===== src/rtl/intr_encoder.sv =====
// Registered priority interrupt encoder with valid/acknowledge handshake.
// Samples request lines, keeps a pending register (edge bits latched, level
// bits tracking), arbitrates unmasked pending bits and posts the winning
// vector number until the core acknowledges it.
// Ports:
//   iCLK   - clock, rising edge
//   iRSTN  - asynchronous active-low reset
//   iReq   - raw request lines (polarity set by ONE_COLD)
//   iMask  - 1 removes a line from arbitration (pending capture unaffected)
//   iAck   - core acknowledge of the posted vector
//   oValid - a vector is posted
//   oCode  - posted vector number
//   oPend  - pending status
module intr_encoder #(
  parameter int unsigned         SEL_SIZE  = 3,
  parameter int unsigned         OUT_SIZE  = 2**SEL_SIZE,
  parameter bit                  ONE_COLD  = 1'b0,
  parameter logic [OUT_SIZE-1:0] EDGE_MASK = '0,
  parameter bit                  HI_FIRST  = 1'b1
) (
  input  logic                iCLK,
  input  logic                iRSTN,
  input  logic [OUT_SIZE-1:0] iReq,
  input  logic [OUT_SIZE-1:0] iMask,
  input  logic                iAck,
  output logic                oValid,
  output logic [SEL_SIZE-1:0] oCode,
  output logic [OUT_SIZE-1:0] oPend
);

  typedef enum logic [1:0] {IDLE, POST, ACKD} state_e;

  // Raw sample resets to the inactive level so the polarity-corrected view is 0.
  localparam logic [OUT_SIZE-1:0] RawRst = ONE_COLD ? '1 : '0;

  state_e              state_q, state_d;
  logic [OUT_SIZE-1:0] raw_q;
  logic [OUT_SIZE-1:0] req_c;
  logic [OUT_SIZE-1:0] req_dly_q;
  logic [OUT_SIZE-1:0] pend_q, pend_d;
  logic [OUT_SIZE-1:0] clr_c;
  logic [OUT_SIZE-1:0] cand_c;
  logic [SEL_SIZE-1:0] win_c;
  logic                valid_q, valid_d;
  logic [SEL_SIZE-1:0] code_q, code_d;

  assign req_c = ONE_COLD ? ~raw_q : raw_q;

  // Input sample and one-cycle delay for edge detection.
  always_ff @(posedge iCLK or negedge iRSTN) begin
    if (!iRSTN) begin
      raw_q     <= RawRst;
      req_dly_q <= '0;
    end else begin
      raw_q     <= iReq;
      req_dly_q <= req_c;
    end
  end

  // Acknowledge clears only the granted bit, and only if it is edge-sensitive.
  assign clr_c = (state_q == POST && iAck) ?
                 ((OUT_SIZE'(1) << code_q) & EDGE_MASK) : '0;

  // Edge bits: new rising edge wins over a same-cycle clear. Level bits follow the sample.
  assign pend_d = (EDGE_MASK & ((req_c & ~req_dly_q) | (pend_q & ~clr_c)))
                | (~EDGE_MASK & req_c);

  always_ff @(posedge iCLK or negedge iRSTN) begin
    if (!iRSTN) pend_q <= '0;
    else        pend_q <= pend_d;
  end

  assign cand_c = pend_q & ~iMask;

  // Priority pick: last hit in the scan order wins.
  always_comb begin
    win_c = '0;
    for (int unsigned i = 0; i < OUT_SIZE; i++) begin
      if (HI_FIRST) begin
        if (cand_c[i]) win_c = SEL_SIZE'(i);
      end else begin
        if (cand_c[OUT_SIZE-1-i]) win_c = SEL_SIZE'(OUT_SIZE-1-i);
      end
    end
  end

  // FSM state and posted-vector registers.
  always_ff @(posedge iCLK or negedge iRSTN) begin
    if (!iRSTN) begin
      state_q <= IDLE;
      valid_q <= 1'b0;
      code_q  <= '0;
    end else begin
      state_q <= state_d;
      valid_q <= valid_d;
      code_q  <= code_d;
    end
  end

  // Next-state: post frozen in POST, one dead cycle in ACKD.
  always_comb begin
    state_d = state_q;
    valid_d = valid_q;
    code_d  = code_q;
    case (state_q)
      IDLE: begin
        if (|cand_c) begin
          code_d  = win_c;
          valid_d = 1'b1;
          state_d = POST;
        end
      end
      POST: begin
        if (iAck) begin
          valid_d = 1'b0;
          state_d = ACKD;
        end
      end
      ACKD: begin
        state_d = IDLE;
      end
      default: begin
        valid_d = 1'b0;
        state_d = IDLE;
      end
    endcase
  end

  assign oValid = valid_q;
  assign oCode  = code_q;
  assign oPend  = pend_q;

endmodule


===== config.mk =====
export PLATFORM = sky130hd
export DESIGN_NAME = intr_encoder
export DESIGN_NICKNAME = d
export VERILOG_FILES = /design/src/rtl/intr_encoder.sv
export SDC_FILE = /design/constraint.sdc
export NUM_CORES = 1
export LEC_CHECK = 0
export ABC_AREA = 1
export BUFFER_PORTS_ARGS = -buffer_cell sky130_fd_sc_hd__buf_2
export CAP_MARGIN = 15
export CELL_PAD_IN_SITES_DETAIL_PLACEMENT = 1
export CELL_PAD_IN_SITES_GLOBAL_PLACEMENT = 1
export CORE_UTILIZATION = 31
export DETAILED_ROUTE_END_ITERATION = 16
export GPL_ROUTABILITY_DRIVEN = 0
export GPL_TIMING_DRIVEN = 0
export PLACE_DENSITY_LB_ADDON = 0.15
export SYNTH_ARGS = -nofsm -noshare
export SYNTH_HDL_FRONTEND = slang
export SYNTH_SLANG_ARGS = --single-unit

===== constraint.sdc =====
create_clock -name iCLK -period 0.9 [get_ports iCLK]
set_clock_uncertainty 0.1 [all_clocks]
set_input_delay 0.18 -clock iCLK [delete_from_list [all_inputs] [get_ports iCLK]]
set_output_delay 0.18 -clock iCLK [all_outputs]
set_load 0.03 [all_outputs]

# After elaboration in Yosys (flattened, before gate mapping)
# Index checks and enable logic that the tools add are counted.
[totals] out_inout_bits=12 in_bits=19 reg_bits=22 elab_cells=30
[classes] n_mux=13 reduce_logical=5 eq_ne=4 bitwise_logic=3
[op_table] op="2-to-1 mux 3 bit" n=4
[op_table] op="AND 8 bit" n=1
[op_table] op="2-to-1 mux 2 bit" n=4
[op_table] op="inverter 8 bit" n=1
[op_table] op="OR reduction 8 bit" n=1
[op_table] op="!= test 2 bit (second input constant)" n=2
[op_table] op="case mux 2 bit (2 select lines)" n=1
[op_table] op="AND reduction 2 bit" n=2
[op_table] op="2-to-1 mux 1 bit" n=3
[op_table] op="case mux 1 bit (3 select lines)" n=1
[op_table] op="AND reduction 3 bit" n=1
[op_table] op="equality test 2 x 1 -> 1 bit (second input constant)" n=1
[op_table] op="equality test 2 bit (second input constant)" n=1
[op_table] op="logical NOT 2 bit" n=1
[op_table] op="inverter 1 bit" n=1

# Depth between registers and ports, before layout
[depth] depth_word=9 depth_mapped=10 mapped_depth_nobuf=10

# Least setup slack after synthesis
# Ideal clock, no wire load.
[synth_timing] path_kind="flip-flop to flip-flop" from="reg pend_q[1] (netlist: oPend[1])" to="reg code_q[0] (netlist: oCode[0])" synth_period_minus_slack_ps=1226 stages_incl_launch_ff=8 arrival_ps=1010 setup_slack_ps=-326 path_buffers=0 cell_sequence="dfrtp_1 -> inv_1 -> o22ai_2 -> nor2_1 -> nand2_1 -> nand2_2 -> nand2_1 -> nand2_1"
[synth_between] elab_chain_cells=8 word_cells_on_any_way=10 classes_between="mux: 7; bitwise: 1; reduce/logical: 2"
[synth_rtl] element="start: declaration" line_no="40" rtl="logic [OUT_SIZE-1:0] pend_q, pend_d;"
[synth_rtl] element="start signal: assignment" line_no="70" rtl="else pend_q <= pend_d;"
[synth_rtl] element="AND 8 bit *" line_no="73" rtl="assign cand_c = pend_q & ~iMask;"
[synth_rtl] element="2-to-1 mux 1 bit" line_no="80" rtl="if (cand_c[i]) win_c = SEL_SIZE'(i);"
[synth_rtl] element="2-to-1 mux 2 bit (2 in series)" line_no="80"
[synth_rtl] element="2-to-1 mux 3 bit (4 in series)" line_no="80"
[synth_rtl] element="end signal: assignment" line_no="96" rtl="code_q <= code_d;"
[synth_rtl] element="end: declaration" line_no="45" rtl="logic [SEL_SIZE-1:0] code_q, code_d;"
# Mark *: on every way between the ends. The rest lies on a longest branch, timed or not.
# A chain may end at the register's enable or synchronous reset.

# Worst setup path in the final report
[layout_timing] from="reg pend_q[2] (netlist: oPend[2])" to="out oPend[2]"
[layout_rtl] element="end: declaration" line_no="28" rtl="output logic [OUT_SIZE-1:0] oPend"
# No word-level cell between the ends.

==> flow_summary.yaml <==
clock_network:
  cts_tree: "done"
  path_clk_slew_ns: 0.12
  htreeDepth: 1
  cts.sinks: 22
  insertion_delay_ns: 0.31
  clock_path_buffers: 2
  cts_root_buffer: "clkbuf_4"
  numCtsBuffers: 3
die:
  rows: 17
  dieArea_um2: 2750
  die_h_um: 52.5
  initial_core_util: 0.344
  io_pins: 31
  die_w_um: 52.5
  coreArea_um2: 2300
global_routing:
  grt_pass1_vias: 714
  grtUsageMet1: 0.154
  track_usage: 0.149
  grt_use_met3: 0.0348
  grt_pass1_wl_mm: 2.85
  grt_use_met2: 0.272
  busiest_layer: "met2"
  overflow: 0
  antenna_found_initial: 0
  grt_start_max_net_pins: 23
synthesis:
  synthTopCellsByArea: "dfrtp_1 70%, nand2_1 9.0%, nand2_2 6.3%"
  syn_avg_cell_area_um2: 11.0
  synth-edff-count: 0
  synth_most_common_cell: "dfrtp_1"
  syn_area_um2: 790
  seq_area_frac_synth: 0.697
  synth_seq_cells: 22
  ys.flop_type: "dfrtp_1"
  ys_warn_count: 0
  async_flop_share: 1.00
  syn_nets: 91
  synth_common_cells: "22 x dfrtp_1, 19 x nand2_1, 11 x inv_1"
  yosys.cell_types.count: 12
  synth_cells: 72
  post-synth-top-area-cell: "dfrtp_1"
  synth_top_area_frac: 0.697
detailed_routing:
  wl_per_cell_um: 11.4
  drt.antenna.violating_nets: 0
  num_vias: 651
  drt-pass1-iter-count: 1
  drc: 0
  totalWireLength_mm: 1.72
  first_iter_violations: 0
  post_drt_via_cell_ratio: 4.34
pwr:
  ir_worst_vdd_v: 0.00155
  power_density_nw_per_um2: 2420
  p_leak_nw: 0.683
sta:
  hold_ws_ns: 0.0500
  worstMarginPinSlew_ns: 0.300
  finalHoldViolCount: 0
  finalCritPeriodShare: 1.31
  setup_ws_ns: -0.283
  finalWorstPathRequiredPeriod_ns: 1.18
  setup_viol: 17
  fin_tns_setup_ns: -4.21
  slew_violations: 0
  max_freq_mhz: 846
  slew_headroom: 0.800
  rsz0062_at_grt: "yes"
setup_path:
  path_max_fanout: 2
  cp_num_buf_inv: 1
  worst_setup_path_start_kind: "register"
  crit_path_end_kind: "output pin"
  r2r_start: "oPend[1]$_DFF_PN0_"
  crit_path_start: "oPend[2]$_DFF_PN0_"
  worstPathRequired_ns: 0.62
  cp_cell_sequence: "buf_6"
  cpMaxStageDelayCell: "dfrtp_2"
  criticalPathCategory: "reg2out"
  critPathTopFamily: "flip-flops"
  cp_slowest_stage_delay_ns: 0.45
  cp.arrival_ns: 0.90
run:
  maxCapViolations: 0
place:
  dp_hpwl_mm: 1.13
  portBuffers: 30
  place_inst: 130
finish:
  num_antenna_cells: 0
  drive_gt1_frac: 0.582
  stdcell_count: 150
  syn2layout_area_growth_pct: 67.5
  final_util: 0.576
  fin_nets: 142
worst_hold_path:
  hp-start: "iAck"
  hp-class: "in2reg"
run_status:
  outcome: "finished, violations left"
  violations: "negative setup slack"
-- cells in the final DEF, fill, tap and decap left out --
master	n
buf_2	17
nand2_1	16
dfrtp_1	14
buf_6	12
inv_1	9
dlygate4sd3_1	9
dfrtp_2	8
nand2_2	7
buf_4	6
nand2_4	4
clkbuf_4	4
nor2_2	3
o21ai_2	3
inv_2	2
nor2_4	2
o21a_1	1
o22ai_4	1
o21ai_1	1
a31o_2	1
bufinv_16	1
dlymetal6s4s_1	1
-- per-layer routing --
layer	vias up	part of all wire
met2	19	0.56
met3	5	0.035
met4	0	0.019
li1	315	-
met5	-	0
met1	312	0.38
-- cells by family after synthesis --
| kind of cell | count (synthesis) | synth area share |
|---|---|---|
| buffers and inverters | 11 | 0.0523 |
| DFF | 22 | 0.697 |
| AOI/OAI and AO/OA | 7 | 0.0666 |
| and+or+nand+nor | 32 | 0.184 |
-- what timing repair did --
item | CTS | global route
hold buffers | 10 | 0
gates resized for setup | 31 | 10
pin swaps | 4 | 4
setup buffers | 3 | 3
endpoints found under the hold margin | 32 | 0
setup endpoints to repair | 17 | 26
-- flip-flops by register name, indices dropped and copies added, names as in the netlist --
| register | cells |
|---|---|
| oPend | 8 |
| oValid | 1 |
| state_q | 2 |
| pend_d | 8 |
| oCode | 3 |
-- path summary, 6_finish.rpt --
path,to,slack [ns],cells after the start
worst max-delay path,oPend[2],-0.28,1
worst min-delay path,oValid$_DFFE_PN0P_,0.05,3
worst max register to register,oCode[0]$_DFFE_PN0P_,-0.26,10
worst min register to register,oPend[0]$_DFF_PN0_,0.26,0
max in group asynchronous,oPend[7]$_DFF_PN0_,0.24,2
min in group asynchronous,pend_d[3]$_DFF_PN0_,0.21,2
-- area by class of cell --
class | count | area [um2]
Clock buffer | 3 | 22.5
Timing Repair Buffer | 46 | 375
Inverter | 11 | 41.3
Tap cell | 28 | 35.0
Sequential cell | 22 | 561
Fill cell | 251 | 975
Multi-Input combinational cell | 39 | 258
Clock inverter | 1 | 30.0
-- report_power, final --
| part | switching, mW | internal [mW] |
|---|---|---|
| logic | 0.588 | 0.572 |
| clock network | 0.297 | 0.450 |
| registers | 0.139 | 1.16 |
| total | 1.02 | 2.18 |
-- metrics by stage --
| step | setup slack [ns] | power [mW] | cell area [um2] |
|---|---|---|---|
| floorplan | -0.241 | 1.79 | 808 |
| global route | -0.362 | 3.41 | 1320 |
| detailed placement | -0.268 | 2.04 | 993 |
| CTS | -0.289 | 3.14 | 1260 |
| finish | -0.283 | 3.20 | 1320 |
| global placement | -0.223 | 2.01 | 993 |
Power figures use the tool's default switching activity.
